<file path="config.mk">
export PLATFORM = sky130hd
export DESIGN_NAME = pe_accumulator
export DESIGN_NICKNAME = d
export VERILOG_FILES = /design/src/rtl/pea_pkg.sv /design/src/rtl/pe_accumulator.sv
export SDC_FILE = /design/constraint.sdc
export NUM_CORES = 1
export LEC_CHECK = 0
export CORE_MARGIN = 3
export CORE_UTILIZATION = 51
export DETAILED_ROUTE_END_ITERATION = 8
export PLACE_DENSITY = 0.76
export SYNTH_ARGS = -nofsm -noshare
export SYNTH_HDL_FRONTEND = slang
export SYNTH_SLANG_ARGS = --single-unit
export TNS_END_PERCENT = 20
</file>
<file path="constraint.sdc">
create_clock -name clk_i -period 3.5 [get_ports clk_i]
set_input_delay 0.35 -clock clk_i [delete_from_list [all_inputs] [get_ports clk_i]]
set_output_delay 0.35 -clock clk_i [all_outputs]
set_load 0.01 [all_outputs]
</file>
<file path="src/rtl/pea_pkg.sv">
// PE array shared types and constants.
// Used by the accumulator and the PE config registers.
package pea_pkg;

  localparam int N_BITS    = 32;
  localparam int ACC_CNT_W = 8;

  typedef enum logic {
    ACC_IDLE,
    ACC_RUN
  } acc_state_t;

endpackage

</file>
<file path="src/rtl/pe_accumulator.sv">
// Windowed accumulator behind the PE functional unit.
// Sums acc_len valid samples, emits one registered sum per window.
module pe_accumulator
  import pea_pkg::*;
#(
  parameter int N_BITS = pea_pkg::N_BITS,
  parameter int CNT_W  = ACC_CNT_W
) (
  input  logic              clk_i,
  input  logic              rst_n_i,
  input  logic              en_i,
  input  logic              clear_i,
  input  logic [CNT_W-1:0]  acc_len_i,
  input  logic [N_BITS-1:0] data_i,
  input  logic              valid_i,
  output logic [N_BITS-1:0] acc_o,
  output logic              acc_valid_o,
  output logic              ovf_o,
  output logic              busy_o
);

  acc_state_t        state_q, state_d;
  logic [CNT_W-1:0]  count_q, count_d;
  logic [CNT_W-1:0]  len_q, len_d;
  logic [N_BITS-1:0] sum_q, sum_d;
  logic              ovf_win_q, ovf_win_d;

  logic [N_BITS-1:0] acc_q;
  logic              acc_valid_q;
  logic              ovf_q;

  logic [N_BITS-1:0] sum_add;
  logic              add_ovf;
  logic [CNT_W-1:0]  cnt_inc;
  logic              accept;
  logic              emit;
  logic [N_BITS-1:0] emit_sum;
  logic              emit_ovf;

  // Next-sum, overflow detect and window FSM next state.
  always_comb begin
    sum_add   = sum_q + data_i;
    add_ovf   = (sum_q[N_BITS-1] == data_i[N_BITS-1]) &&
                (sum_add[N_BITS-1] != sum_q[N_BITS-1]);
    cnt_inc   = count_q + CNT_W'(1);
    accept    = en_i & valid_i & ~clear_i;
    state_d   = state_q;
    count_d   = count_q;
    len_d     = len_q;
    sum_d     = sum_q;
    ovf_win_d = ovf_win_q;
    emit      = 1'b0;
    emit_sum  = sum_add;
    emit_ovf  = ovf_win_q | add_ovf;
    if (clear_i) begin
      state_d   = ACC_IDLE;
      count_d   = '0;
      sum_d     = '0;
      ovf_win_d = 1'b0;
    end else if (accept) begin
      unique case (state_q)
        ACC_IDLE: begin
          len_d     = acc_len_i;
          sum_d     = data_i;
          ovf_win_d = 1'b0;
          if (acc_len_i <= CNT_W'(1)) begin
            emit     = 1'b1;
            emit_sum = data_i;
            emit_ovf = 1'b0;
            count_d  = '0;
          end else begin
            count_d = CNT_W'(1);
            state_d = ACC_RUN;
          end
        end
        ACC_RUN: begin
          sum_d     = sum_add;
          count_d   = cnt_inc;
          ovf_win_d = ovf_win_q | add_ovf;
          if (cnt_inc == len_q) begin
            emit    = 1'b1;
            count_d = '0;
            state_d = ACC_IDLE;
          end
        end
        default: state_d = ACC_IDLE;
      endcase
    end
  end

  // Window state, element counter, running sum.
  always_ff @(posedge clk_i or negedge rst_n_i) begin
    if (!rst_n_i) begin
      state_q   <= ACC_IDLE;
      count_q   <= '0;
      len_q     <= '0;
      sum_q     <= '0;
      ovf_win_q <= 1'b0;
    end else begin
      state_q   <= state_d;
      count_q   <= count_d;
      len_q     <= len_d;
      sum_q     <= sum_d;
      ovf_win_q <= ovf_win_d;
    end
  end

  // Result registers: strobe one cycle, value/flag held until next emit.
  always_ff @(posedge clk_i or negedge rst_n_i) begin
    if (!rst_n_i) begin
      acc_q       <= '0;
      acc_valid_q <= 1'b0;
      ovf_q       <= 1'b0;
    end else begin
      acc_valid_q <= emit;
      if (emit) begin
        acc_q <= emit_sum;
        ovf_q <= emit_ovf;
      end
    end
  end

  assign acc_o       = acc_q;
  assign acc_valid_o = acc_valid_q;
  assign ovf_o       = ovf_q;
  assign busy_o      = (state_q == ACC_RUN);

endmodule

</file>
---- Word level (Yosys, flattened, before mapping) ----
Index checks and enable logic that the tools add are counted.
storage, ports and cells
  logic and storage cells ................. 51
  output and inout port bits .............. 35
  flip-flop bits (word level) ............. 84
  bits of input ports ..................... 45
operators by class
  $lt $le $gt $ge ......................... 1
  multiplexer cells ....................... 29
  $add $sub $neg .......................... 2
  bitwise operators ....................... 5
  equal/unequal tests ..................... 3
  reduce and logical (&&, ||, !) cells .... 3
operator list
  kind                   number
  $mux W32               6
  $pmux W32 S2           1
  $add A32 B32 Y32       1
  $mux W8                3
  $pmux W8 S2            1
  $mux W1                15
  $add A8 B1 Y8 const B  1
  $eq A8 B8 Y1           1
  $le A8 B1 Y1 const B   1
  $pmux W1 S2            3
  $reduce_and A3 Y1      1
  $and A1 B1 Y1          2
  $not A1 Y1             2
  $reduce_bool A2 Y1     1
  $eq A1 B1 Y1           1
  $logic_and A1 B1 Y1    1
  $ne A1 B1 Y1           1
  $or A1 B1 Y1           1

---- Longest topological paths before layout ----
  word-level depth ........................ 8
  mapped depth ............................ 12
  gate-level depth less buffers ........... 11

---- Worst setup path after synthesis ----
Ideal clock, no wire load.
  path kind ............................... flip-flop to flip-flop
  start ................................... register sum_q[12]
  end ..................................... register acc_q[31], in the netlist acc_o[31]
  library setup time ...................... 0.126 ns
  cell stages (with the launch flop) ...... 11
  data required time ...................... 3.374 ns
  clock period less this slack ............ 2.784 ns
  arrival time ............................ 2.658 ns
  path slack .............................. 0.716 ns
  path buffers ............................ 0
  cell sequence ........................... dfrtp_1 > ha_1 > a21oi_1 > nand3b_1 > a2111oi_4 > a211oi_2 > a221oi_2 > o21ai_4 > xnor2_1 > a31o_1 > a221o_1
on the way
  word-level cells in the longest chain between the ends .. 5
ends and longest elaborated chain
  element                 RTL line               source
  from (decl)             pe_accumulator.sv:25   logic [N_BITS-1:0] sum_q, sum_d;
  from (signal assigned)  pe_accumulator.sv:103  sum_q <= sum_d;
  $add A32 B32 Y32 (*)    pe_accumulator.sv:42   sum_add = sum_q + data_i;
  $mux W32                pe_accumulator.sv:66   if (acc_len_i <= CNT_W'(1)) begin
  $mux W32                pe_accumulator.sv:61   unique case (state_q)
  $mux W32                pe_accumulator.sv:60   end else if (accept) begin
  $mux W32 (*)            pe_accumulator.sv:55   if (clear_i) begin
  to (signal assigned)    pe_accumulator.sv:117  acc_q <= emit_sum;
  to (decl)               pe_accumulator.sv:28   logic [N_BITS-1:0] acc_q;
Mark *: on every way between the ends. The rest lies on a longest branch, timed or not.
A chain may end at the register's enable or synchronous reset.

---- Final worst setup path ----
  start ................................... input data_i[0]
  end ..................................... register acc_q[30], in the netlist acc_o[30]
on the way
  word-level cells in the longest chain between the ends .. 5
ends and longest elaborated chain
  element               RTL line              source
  from (decl)           pe_accumulator.sv:14  input logic [N_BITS-1:0] data_i,
  $add A32 B32 Y32 (*)  pe_accumulator.sv:42
  $mux W32              pe_accumulator.sv:66
  $mux W32              pe_accumulator.sv:61
  $mux W32              pe_accumulator.sv:60
  $mux W32 (*)          pe_accumulator.sv:55
Marked as above.

==> results.txt <==
Status = completed
Leak Pwr = 2.87 nW
Req. time, crit path = 3780 ps
Max Fclk = 0.319 GHz
Setup TNS = 0 ps
Final Hold Viols = 0
Worst R2R Start = sum_q[0]$_DFFE_PN0P_
Largest stage delay, worst path = 450 ps
Worst VDD drop = 0.000182 V
Final-report setup violation count = 0
Vias per cell = 5.93
Synth warnings = 0
CP Launch Type = primary input
Yosys top cell by area = dfrtp_1
Crit-path slowest cell = clkdlybuf4s50_1
Die area = 0.0117 mm²
N_diodes = 0
Crit path kind = primary input to register
Max_cap viols = 0
Power density cells = 376 mW/mm²
Worst path top cell family by delay = compound AO/OA/AOI/OAI gates
Multi-input gate area = 0.00309 mm²
DP HPWL = 9710 µm
Sink Count = 84
First-pass GRT wire length = 23000 µm
Wire per inst = 17.3 µm
Gr usage total = 0.246
Cell row count = 36
Register area share after synthesis = 0.394
Num CTS Buffers = 9
Post-CTS setup buffer count = 0
Reg-to-Reg End = acc_o[30]$_DFFE_PN0P_
Area contributors post-synth = dfrtp_1 39%, ha_1 7.5%, o21ai_0 7.3%
Hold crit path type = primary input to async pin
Post-CTS Hold Buffers = 0
Area added between synthesis and finish = 22.2%
H-tree Lvls = 3
Ys async rst share = 1.00
Tmin final = 3140 ps
Final core utilization = 0.656
Synth cell count leaders = 84 x dfrtp_1, 78 x o21ai_0, 48 x nand2_1, 39 x nor2_1, 37 x a22oi_1
Nets@finish = 730
Max-slew violation count = 0
Clock skew = 8.70 ps
Area post-placement = 0.00631 mm²
Starting Density = 0.536
# DRC = 0
Most common cell in the netlist = dfrtp_1
Final Cycle Share = 0.896
Sequential cell area = 0.00210 mm²
Clock root cell = clkbuf_8
CP Data Arrival Time = 3420 ps
Sw frac = 0.297
Die width = 108 µm
CTS tree = yes
P_sw = 0.000729 W
Worst r2r path cells = 10
Syn Nets = 646
Clock Power Share = 0.313
Die Ht = 108 µm
Top-area cell type share of the netlist area = 0.394
Routability cong. = 0.864
CP Cell Sequence = clkdlybuf4s50_1, ha_1, fa_1, a21oi_1, o21ai_0, a211o_1, a31oi_1, o31ai_1, nand2_1, mux2_2, o21ai_0
DRT antenna net count = 0
Critical path peak fanout = 4
Port bufs = 79
DR pass1 iterations = 5
Worst-Skew Late Latency = 360 ps
CP endpoint kind = register
Core ar. = 0.00995 mm²
Number of flops mapped to enable cells by yosys = 0
Placed insts = 774
Comb pwr share = 0.245
Max Root-Sink Buffers = 2
Reg power frac = 0.441
Vias in the first global route = 4785
Final Non-Filler Cells = 790
Post_cts resized = 0
Grt ovf = 0
CP dominant cell by count = o21ai_0
Syn avg cell area = 9.40 µm²
Filler Cell Count = 843
Share of post-route cells with drive strength above 1 = 0.102
Mapped cell area = 0.00534 mm²
Syn Inst Count = 568
RSZ-0062 raised after global routing = false
Worst path bufs/invs = 1
Yosys cell types = 67
Vias = 4688
Fin area = 0.00653 mm²
Primary FF master, synth = dfrtp_1
Internal = 0.00173 W
R2r setup slk = 450 ps
Seq cells post-synth = 84
WL final = 13700 µm
Initial antenna violation count = 0
Worst-margin pin slew = 1090 ps
DRT iter0 DRCs = 225
Clock-pin slew on the worst setup and hold paths = 90 ps
Slew margin rel. = 0.276
I/O pin total = 80
Largest net degree at the start of global routing = 85
[worst register-to-register path, stage by stage, from the launching register on]
cell,delay [ps]
dfrtp_1,390
ha_1,230
fa_1,410
a21oi_1,180
o21ai_0,170
a211o_1,380
a31oi_1,350
o31ai_1,250
nand2_1,140
mux2_2,330
o21ai_0,140
[flip-flops by register name, indices dropped and copies added (netlist names)]
register / flops
acc_valid_o: 1
acc_o: 32
len_q: 8
busy_o: 1
count_q: 8
sum_q: 32
ovf_o: 1
ovf_win_q: 1
[through the flow]
stage,total power [W],setup WS (ps),hold slack (ps)
detailed placement,0.00170,32.4,486
global placement,0.00168,113,470
CTS,0.00247,402,219
global route,0.00259,162,255
floorplan,0.00148,716,54.4
finish,0.00246,364,123
[placed cells by master, fill, tap and decap left out, types with 6 or more instances in the layout]
cell type	n
a21o_1	12
ha_1	32
o21ai_0	78
a22oi_1	37
o22ai_1	11
a31oi_1	7
dfrtp_1	84
clkdlybuf4s50_1	78
clkbuf_8	9
buf_4	17
a21oi_1	31
inv_1	12
nor2_1	38
xnor2_1	28
xor2_1	12
mux2i_1	12
nand3_1	9
nand2_1	48
mux2_2	9
o21bai_1	7
nor3_1	6
[cells by family (layout without fill, tap and decap cells)]
family / Yosys count / count (layout) / share of synthesized area
multiplexers: 21 / 21 / 0.0415
flip-flops: 84 / 84 / 0.394
AO/OA/AOI/OAI: 218 / 218 / 0.269
adder cells (fa/ha/maj): 33 / 33 / 0.0787
AND/OR/NAND/NOR: 137 / 137 / 0.121
buffers and inverters: 35 / 124 / 0.0307
XOR/XNOR: 40 / 40 / 0.0656
[layout make-up]
class	instances	area share
clock inverter	7	0.0140
clock buffer	9	0.0190
timing repair buffer	95	0.139
tap	133	0.0255
inverter	13	0.00748
multi-input combinational	449	0.473
sequential	84	0.322
[power by group through the flow]
stage / sequential, W / combinational, W / clock (W)
floorplan: 0.00110 / 0.000373 / 0
CTS: 0.00108 / 0.000604 / 0.000783
global route: 0.00109 / 0.000668 / 0.000829
global placement: 0.00110 / 0.000586 / 0
detailed placement: 0.00110 / 0.000599 / 0
finish: 0.00108 / 0.000603 / 0.000769
[how the worst max path moves through the flow]
stage                                startpoint                    end  slack, ps  cells after the start
after floorplan           sum_q[12]$_DFFE_PN0P_  acc_o[31]$_DFFE_PN0P_        720                     10
after global placement                data_i[0]  acc_o[30]$_DFFE_PN0P_        110                     11
after detailed placement              data_i[0]  acc_o[30]$_DFFE_PN0P_         30                     11
after CTS                             data_i[0]  acc_o[30]$_DFFE_PN0P_        400                     11
after global routing                  data_i[0]  acc_o[30]$_DFFE_PN0P_        160                     11
final                                 data_i[0]  acc_o[30]$_DFFE_PN0P_        360                     11
[per-layer routing]
layer | vias to the layer above | wire length (µm) | GRT usage
li1 | 2273 | - | -
met1 | 2263 | 6190 | 0.333
met2 | 137 | 6560 | 0.404
met3 | 15 | 777 | 0.0448
met4 | 0 | 173 | 0.0739
met5 | - | 0 | 0
No activity file was read; power rests on OpenSTA's default activity.
